**src/rtl/mem_arb_pkg.sv**
```systemverilog
// mem_arb_pkg: command codes, owner FSM encoding and request decode for mem_bus_arbiter
package mem_arb_pkg;
   localparam logic [1:0] CMD_NONE   = 2'b00;
   localparam logic [1:0] CMD_MREAD  = 2'b01;
   localparam logic [1:0] CMD_MWRITE = 2'b10;
   typedef enum logic [1:0] {
      ST_IDLE = 2'b00,
      ST_OWN0 = 2'b01,
      ST_OWN1 = 2'b10
   } state_t;
   function automatic logic is_req(input logic [1:0] cmd);
      return cmd == CMD_MREAD || cmd == CMD_MWRITE;
   endfunction
endpackage

```
**src/rtl/mem_bus_arbiter_hold.sv**
```systemverilog
// arb_hold_counter: saturating count of granted owner cycles, terminal flag at MAX_HOLD-1
module arb_hold_counter #(
   parameter int MAX_HOLD = 8
) (
   input  logic clk,
   input  logic reset,
   input  logic i_clr,
   input  logic i_en,
   output logic o_term
);
   localparam int CW = MAX_HOLD > 1 ? $clog2(MAX_HOLD) : 1;
   localparam logic [CW-1:0] TERM = CW'(MAX_HOLD - 1);
   logic [CW-1:0] r_cnt;
   // count up while enabled, holding at the terminal value; clear wins over count
   always_ff @(posedge clk)
      if (reset || i_clr) r_cnt <= '0;
      else if (i_en && !o_term) r_cnt <= r_cnt + 1'b1;
   assign o_term = r_cnt == TERM;
endmodule

```
**src/rtl/mem_bus_arbiter.sv**
```systemverilog
// mem_bus_arbiter: two-master arbiter for a single-port RAM with bounded hold and tagged read return; MEM_ARB_RR_EN selects round-robin IDLE ties (else m0 always wins ties)
module mem_bus_arbiter
   import mem_arb_pkg::*;
#(
   parameter int AW       = 9,
   parameter int DW       = 16,
   parameter int MAX_HOLD = 8
) (
   input  logic          clk,
   input  logic          reset,
   input  logic [1:0]    m0_cmd,
   input  logic [AW-1:0] m0_addr,
   input  logic [DW-1:0] m0_wdata,
   output logic          m0_gnt,
   output logic [DW-1:0] m0_rdata,
   output logic          m0_rvalid,
   input  logic [1:0]    m1_cmd,
   input  logic [AW-1:0] m1_addr,
   input  logic [DW-1:0] m1_wdata,
   output logic          m1_gnt,
   output logic [DW-1:0] m1_rdata,
   output logic          m1_rvalid,
   output logic [1:0]    mem_cmd,
   output logic [AW-1:0] mem_addr,
   output logic [DW-1:0] mem_wdata,
   input  logic [DW-1:0] mem_rdata
);
   state_t r_state, w_next;
   logic w_req0, w_req1, w_term, w_tie_m1;
   logic r_rd_pend, r_rd_tag;
   assign w_req0 = is_req(m0_cmd);
   assign w_req1 = is_req(m1_cmd);
`ifdef MEM_ARB_RR_EN
   logic r_last_owner;
   // remember which master held the bus most recently so the next IDLE tie goes to the other one
   always_ff @(posedge clk)
      if (reset) r_last_owner <= 1'b1;
      else if (r_state == ST_OWN0) r_last_owner <= 1'b0;
      else if (r_state == ST_OWN1) r_last_owner <= 1'b1;
   assign w_tie_m1 = !r_last_owner;
`else
   assign w_tie_m1 = 1'b0;
`endif
   arb_hold_counter #(.MAX_HOLD(MAX_HOLD)) u_hold (
      .clk    (clk),
      .reset  (reset),
      .i_clr  (w_next != r_state || r_state == ST_IDLE),
      .i_en   ((r_state == ST_OWN0 && w_req0) || (r_state == ST_OWN1 && w_req1)),
      .o_term (w_term)
   );
   // owner state register
   always_ff @(posedge clk)
      r_state <= reset ? ST_IDLE : w_next;
   // next owner: keep while requesting unless the hold limit is hit under contention
   always_comb begin
      w_next = ST_IDLE;
      case (r_state)
         ST_OWN0: w_next = (w_req0 && !(w_req1 && w_term)) ? ST_OWN0 : w_req1 ? ST_OWN1 : ST_IDLE;
         ST_OWN1: w_next = (w_req1 && !(w_req0 && w_term)) ? ST_OWN1 : w_req0 ? ST_OWN0 : ST_IDLE;
         default: w_next = (w_req0 && w_req1) ? (w_tie_m1 ? ST_OWN1 : ST_OWN0) :
                           w_req0 ? ST_OWN0 : w_req1 ? ST_OWN1 : ST_IDLE;
      endcase
   end
   assign m0_gnt    = r_state == ST_OWN0;
   assign m1_gnt    = r_state == ST_OWN1;
   assign mem_cmd   = m0_gnt ? m0_cmd   : m1_gnt ? m1_cmd   : CMD_NONE;
   assign mem_addr  = m0_gnt ? m0_addr  : m1_gnt ? m1_addr  : '0;
   assign mem_wdata = m0_gnt ? m0_wdata : m1_gnt ? m1_wdata : '0;
   // tag each granted read with its master so the RAM's next-cycle data is routed back
   always_ff @(posedge clk)
      if (reset) begin
         r_rd_pend <= 1'b0;
         r_rd_tag  <= 1'b0;
      end else begin
         r_rd_pend <= (m0_gnt && m0_cmd == CMD_MREAD) || (m1_gnt && m1_cmd == CMD_MREAD);
         r_rd_tag  <= m1_gnt;
      end
   assign m0_rvalid = r_rd_pend && !r_rd_tag;
   assign m1_rvalid = r_rd_pend && r_rd_tag;
   assign m0_rdata  = mem_rdata;
   assign m1_rdata  = mem_rdata;
endmodule

```
**config.mk**
```make
export PLATFORM = sky130hd
export DESIGN_NAME = mem_bus_arbiter
export DESIGN_NICKNAME = d
export VERILOG_FILES = /design/src/rtl/mem_arb_pkg.sv /design/src/rtl/mem_bus_arbiter_hold.sv /design/src/rtl/mem_bus_arbiter.sv
export SDC_FILE = /design/constraint.sdc
export NUM_CORES = 1
export LEC_CHECK = 0
export BUFFER_PORTS_ARGS = -buffer_cell sky130_fd_sc_hd__buf_2
export CORE_MARGIN = 2
export CORE_UTILIZATION = 31
export CTS_BUF_LIST = sky130_fd_sc_hd__clkbuf_4
export DETAILED_ROUTE_END_ITERATION = 12
export PLACE_DENSITY = 0.82
export SLEW_MARGIN = 20
export SYNTH_ARGS = -nofsm -noshare
export SYNTH_HDL_FRONTEND = slang
export SYNTH_HIERARCHICAL = 1
export SYNTH_SLANG_ARGS = --single-unit
```
**constraint.sdc**
```tcl
create_clock -name clk -period 2 [get_ports clk]
set_input_delay 0.3 -clock clk [delete_from_list [all_inputs] [get_ports clk]]
set_output_delay 0.3 -clock clk [all_outputs]
set_load 0.01 [all_outputs]
```
==> out/metrics.yaml, run 1 <==
worst_setup_path:
  slowest_delay_ns: 0.35
  end_kind: "output port"
  setup.worst_path.start_class: "register"
  cp_cell_sequence: "inv_2 > ha_2 > inv_1 > nor2_4 > clkbuf_16 > a22o_1 > buf_2"
  crit_family: "buffers and inverters"
  worstPathRequired_ns: 1.70
  crit_path_top_delay_cell: "dfxtp_1"
  criticalPathCategory: "reg2out"
  path_buf_inv: 4
  cp_max_fo: 12
  cp.arrival_ns: 1.63
pwr:
  p_leak_nw: 0.7254
  irDropWorstVdd_uv: 316.2
  finalPower_w: 0.0006345
  power_density_nw_per_um2: 490.9
grt:
  grt_max_degree: 26
  grt-ovfl-total: 0
  first_global_vias: 793
  grt_usage: 0.1229
  grt_antenna_before_repair: 0
  grt_pass1_wl_um: 3325
synthesis:
  netlist_area_sq_um: 964.7
  syn_inst: 119
  synthTopCellsByArea: "buf_4 (26%), a22o_1 (23%), dfxtp_1 (15%)"
  synth-edff-count: 0
  yosys_most_used_dff: "dfxtp_1"
  synth_most_common_cell: "buf_4"
  synth_cell_types: 27
  syn_area_per_cell_sq_um: 8.107
  yosys-top-cells-count: "buf_4 (33), a22o_1 (25), dfxtp_1 (7), ha_1 (7), inv_1 (7)"
  yosysTopAreaCell: "buf_4"
  async_flop_share: 0
  synth_top_area_frac: 0.2568
  synth-seq-cells: 7
  ys_warn_count: 6
  yosysSeqAreaShare: 0.1453
  syn-num-nets: 198
sta:
  worst_pin_slew_ns: 0.2765
  report.final.hold_viol_count: 0
  post-route-period-util: 0.9663
  hold_ws_ns: 0.3003
  slew_violations: 0
  max_clock_freq_mhz: 517.4
  skew_ns: 0.006353
  maxSlewHeadroom: 0.8156
  setup-tns-final_ns: 0
  finalSetupViolCount: 0
  period_minus_slack_ns: 1.933
  setup_ws_ns: 0.06735
final_layout:
  num-fill-cells: 315
  multi_input_area_sq_um: 558.0
  area_growth_pct: 33.98
  drive_above_1_share: 0.5909
  regArea_sq_um: 141.4
  antenna_cells: 0
  final_nets: 256
detailed_routing:
  first_pass_iters: 4
  totalWireLength_um: 2672
  vias_per_cell: 4.919
  drtIter0Drc: 26
  remaining_drc_errors: 0
  antenna_left: 0
  vias: 1028
  wl_per_cell_um: 12.78
die:
  core.rowCount: 20
  die_x_um: 59.79
  dieArea_sq_um: 3574
  initial_core_util: 0.3212
  top_level_ports: 135
  core_sq_um: 3003
  die_y_um: 59.79
placed_design:
  place_ws_ns: 0.05981
  io_buffers: 86
  dp_hpwl_um: 2105
  place_congestion: 0.7841
clock_tree:
  h-tree-depth: 1
  cts.sinks: 7
  clk_latency_ns: 0.26
  cts_buffers: 3
  cts_root_buffer: "clkbuf_4"
  ctsHoldBuffers: 0
  clk_pin_slew_ns: 0.06
  cts_buffer_depth: 2
  cts_tree: "yes"
worst_hold_path:
  hold_class: "in2reg"
outcome:
  outcome: "finished clean"
flow_run:
  drv_cap: 0
==> kinds of logic after synthesis <==
group                    after synthesis  synth area share
AO/OA/AOI/OAI                         36            0.3100
XOR/XNOR                               1          0.009081
adder cells (fa/ha/maj)                7           0.09079
buffers and inverters                 45            0.3061
flip-flops                             7            0.1453
multiplexers                           2           0.02075
AND/OR/NAND/NOR                       21            0.1180
==> report_power, final <==
group          switching, W  internal, W
sequential       0.00000431     0.000146
combinational      0.000175     0.000179
clock             0.0000568    0.0000733
total              0.000236     0.000398
==> cell usage in the layout, fill, tap and decap left out, types with 2 or more instances in the layout <==
| cell | Yosys | routed |
|---|---|---|
| ha_1 | 7 | 5 |
| clkbuf_4 | 0 | 3 |
| nand2_1 | 3 | 3 |
| a22o_1 | 25 | 25 |
| mux2i_1 | 2 | 2 |
| nor2_1 | 5 | 4 |
| nor2b_1 | 3 | 3 |
| ha_2 | 0 | 2 |
| inv_1 | 7 | 6 |
| buf_4 | 33 | 3 |
| nor3_1 | 5 | 4 |
| buf_2 | 2 | 86 |
| dfxtp_1 | 7 | 6 |
| o21a_1 | 2 | 2 |
==> worst paths after layout <==
path,from,endpoint,slack (ns),cells past startpoint
worst max-delay path,r_state[0],mem_wdata[10],0.07,7
worst min-delay path,reset,u_hold/r_cnt[0],0.30,2
worst max register to register,r_state[0],u_hold/r_cnt[1],0.11,7
worst min register to register,u_hold/r_cnt[1],u_hold/r_cnt[1],0.55,2
==> repair_timing <==
action / CTS / global route
pin swaps: 0 / 1
resized for setup: 2 / 7
setup buffers: 1 / 0
cloned: 0 / 1
endpoints found under the setup margin: 25 / 29
==> metrics by stage <==
step	area, sq um	instances	util
finish	1292	209	0.4304
global route	1292	209	0.4304
CTS	1242	208	0.4138
detailed placement	1202	203	0.4004
global placement	1202	203	0.4004
floorplan	964.7	119	-
==> worst reg2reg max path, delay by kind of cell (launching register included) <==
kind | cells | cell delay, ns
AO/OA/AOI/OAI | 2 | 0.35
adder cells (fa/ha/maj) | 1 | 0.33
flip-flops | 1 | 0.35
buffers and inverters | 1 | 0.07
AND/OR/NAND/NOR | 3 | 0.69
==> cell type report <==
| cell class | instances | area share |
|---|---|---|
| inverter | 7 | 0.02033 |
| sequential | 7 | 0.1094 |
| timing repair buffer | 91 | 0.3853 |
| clock inverter | 1 | 0.003872 |
| tap | 33 | 0.03195 |
| clock buffer | 3 | 0.01742 |
| multi-input combinational | 67 | 0.4318 |
==> metal layers <==
| layer | vias to the layer above | share of wire | GRT usage |
|---|---|---|---|
| li1 | 514 | - | - |
| met4 | 0 | 0.0082 | 0.05079 |
| met5 | - | 0 | 0 |
| met3 | 7 | 0.11 | 0.05195 |
| met1 | 460 | 0.37 | 0.1351 |
| met2 | 47 | 0.51 | 0.2065 |
==> state kept, by name, summed over array words and instances (netlist names) <==
| name | cells |
|---|---|
| r_state | 2 |
| u_hold/r_cnt | 3 |
| r_rd_pend | 1 |
| r_rd_tag | 1 |
No activity file was read; power rests on OpenSTA's default activity.
==> run 2, diff against run 1 <==
- CTS_BUF_LIST: sky130_fd_sc_hd__clkbuf_4 -> sky130_fd_sc_hd__clkbuf_16
==> out/metrics.yaml, run 2 (synthesis results as in run 1) <==
sta:
  hold_ws_ns: 0.3212  # +0.02096 ns
  worst_pin_slew_ns: 0.2754  # -0.001152 ns
  period_minus_slack_ns: 1.923  # -0.009687 ns
  finalSetupViolCount: 0  # unchanged
  max_clock_freq_mhz: 520.0  # +0.50%
  post-route-period-util: 0.9615  # -0.004843
  report.final.hold_viol_count: 0  # unchanged
  skew_ns: 0.001737  # -0.004615 ns
  maxSlewHeadroom: 0.8164  # about the same
  setup-tns-final_ns: 0  # unchanged
  slew_violations: 0  # unchanged
clock_tree:
  cts_root_buffer: "clkbuf_16"
  clk_latency_ns: 0.23  # -0.03 ns
  clk_pin_slew_ns: 0.04  # -0.02 ns
  cts_buffer_depth: 2  # unchanged
  cts_tree: "yes"
  ctsHoldBuffers: 0  # unchanged
  h-tree-depth: 1  # unchanged
  cts_buffers: 3  # unchanged
  cts.sinks: 7  # unchanged
outcome:
  outcome: "finished clean"
final_layout:
  layout.cells.most_common: "buf_2"
  antenna_cells: 0  # unchanged
  top_register: "u_hold/r_cnt"
  area_growth_pct: 40.86
  top_regs: "u_hold/r_cnt (3), r_state (2)"
  final_nets: 255  # -0.39%
  largest_reg_flops: 3  # unchanged
  layout.cells.non_filler: 208  # -0.48%
  fin_util: 0.4525  # +0.02208
  final_area_sq_um: 1359  # +5.1%
  layout_common_cells: "buf_2 (86), a22o_1 (25), dfxtp_1 (6)"
  drive_above_1_share: 0.6000  # +0.009091
worst_setup_path:
  setup.worst_path.start_class: "register"
  end_kind: "output port"
  cp_max_fo: 25  # +13
  worstPathRequired_ns: 1.70  # about the same
  cp.arrival_ns: 1.62  # about the same
  r2r_cells: 7  # unchanged
  criticalPathCategory: "reg2out"
die:
  die_y_um: 59.79  # unchanged
  initial_core_util: 0.3212  # unchanged
  core.rowCount: 20  # unchanged
  dieArea_sq_um: 3574  # unchanged
  core_sq_um: 3003  # unchanged
  top_level_ports: 135  # unchanged
  die_x_um: 59.79  # unchanged
detailed_routing:
  drtIter0Drc: 23  # -12%
  antenna_left: 0  # unchanged
  wl_met1_um: 978  # -1.7%
  highest_layer: "met4"
  vias_per_cell: 4.952  # +0.68%
  first_pass_iters: 4  # unchanged
  remaining_drc_errors: 0  # unchanged
  routed-wl-met2_um: 1346  # -1.5%
  wl_per_cell_um: 12.64  # -1.1%
  totalWireLength_um: 2630  # -1.6%
  wl_met3_um: 267  # -7.0%
  vias: 1030  # +0.19%
placed_design:
  place_area_sq_um: 1202  # unchanged
  io_buffers: 86  # unchanged
  placed_cells: 203  # unchanged
  place_congestion: 0.7841  # unchanged
  dp_hpwl_um: 2105  # unchanged
grt:
  grt_antenna_before_repair: 0  # unchanged
  grt_max_degree: 26  # unchanged
  grt_usage: 0.1220  # -0.0008873
  grt_pass1_wl_um: 3277  # -1.4%
  first_global_vias: 779  # -1.8%
  grt-ovfl-total: 0  # unchanged
worst_hold_path:
  hold_depth: 2  # unchanged
  hold_class: "in2reg"
flow_run:
  drv_cap: 0  # unchanged
pwr:
  p_leak_nw: 0.7401  # +2.0%
  irDropWorstVdd_uv: 510.6  # +62%
  power_density_nw_per_um2: 628.3  # +28%
run 2: path summary, 6_finish.rpt:
kind / start / slack, ns / end
worst min-delay path: reset / 0.32 / r_rd_tag
worst max-delay path: r_state[0] / 0.08 / mem_cmd[0]
worst max register to register: r_state[0] / 0.11 / u_hold/r_cnt[1]
worst min register to register: u_hold/r_cnt[1] / 0.55 / u_hold/r_cnt[1]
run 2: repair_timing:
action / CTS / global route
setup buffers: 0 / 1
resized for setup: 2 / 12
endpoints found under the setup margin: 2 / 28
endpoints found under the hold margin: 0 / 0
pin swaps: 0 / 0
run 2: critical path, stage by stage, from the launching register on:
cell	delay (ns)
dfxtp_1	0.34
inv_2	0.14
ha_4	0.19
clkinvlp_4	0.12
nor2_4	0.14
buf_12	0.17
a22o_1	0.15
buf_2	0.13
run 2: report_power, final:
part | total [W] | switching, W | internal, W
combinational | 0.000360 | 0.000177 | 0.000184
clock | 0.000341 | 0.0000783 | 0.000262
sequential | 0.000153 | 0.00000643 | 0.000146
run 2: layer usage:
layer | track usage | vias to the layer above
met5 | 0 | -
met4 | 0.06984 | 0
met3 | 0.04329 | 7
met2 | 0.2019 | 45
met1 | 0.1338 | 465
li1 | - | 513
run 2: final cells by class:
class                      count  area (sq um)
tap                           33         41.29
multi-input combinational     67         590.6
fill                         298          1644
timing repair buffer          90         473.0
clock buffer                   3         75.07
sequential                     7         143.9
clock inverter                 1         5.005
inverter                       7         30.03
run 2: metrics by stage:
step / setup WS [ns] / power, W
2_1_floorplan: 0.2350 / 0.0004110
3_3_place_gp: 0.1316 / 0.0004770
3_5_place_dp: 0.05981 / 0.0004829
4_1_cts: 0.02928 / 0.0008318
5_1_grt: -0.007802 / 0.0009058
6_report: 0.07703 / 0.0008537
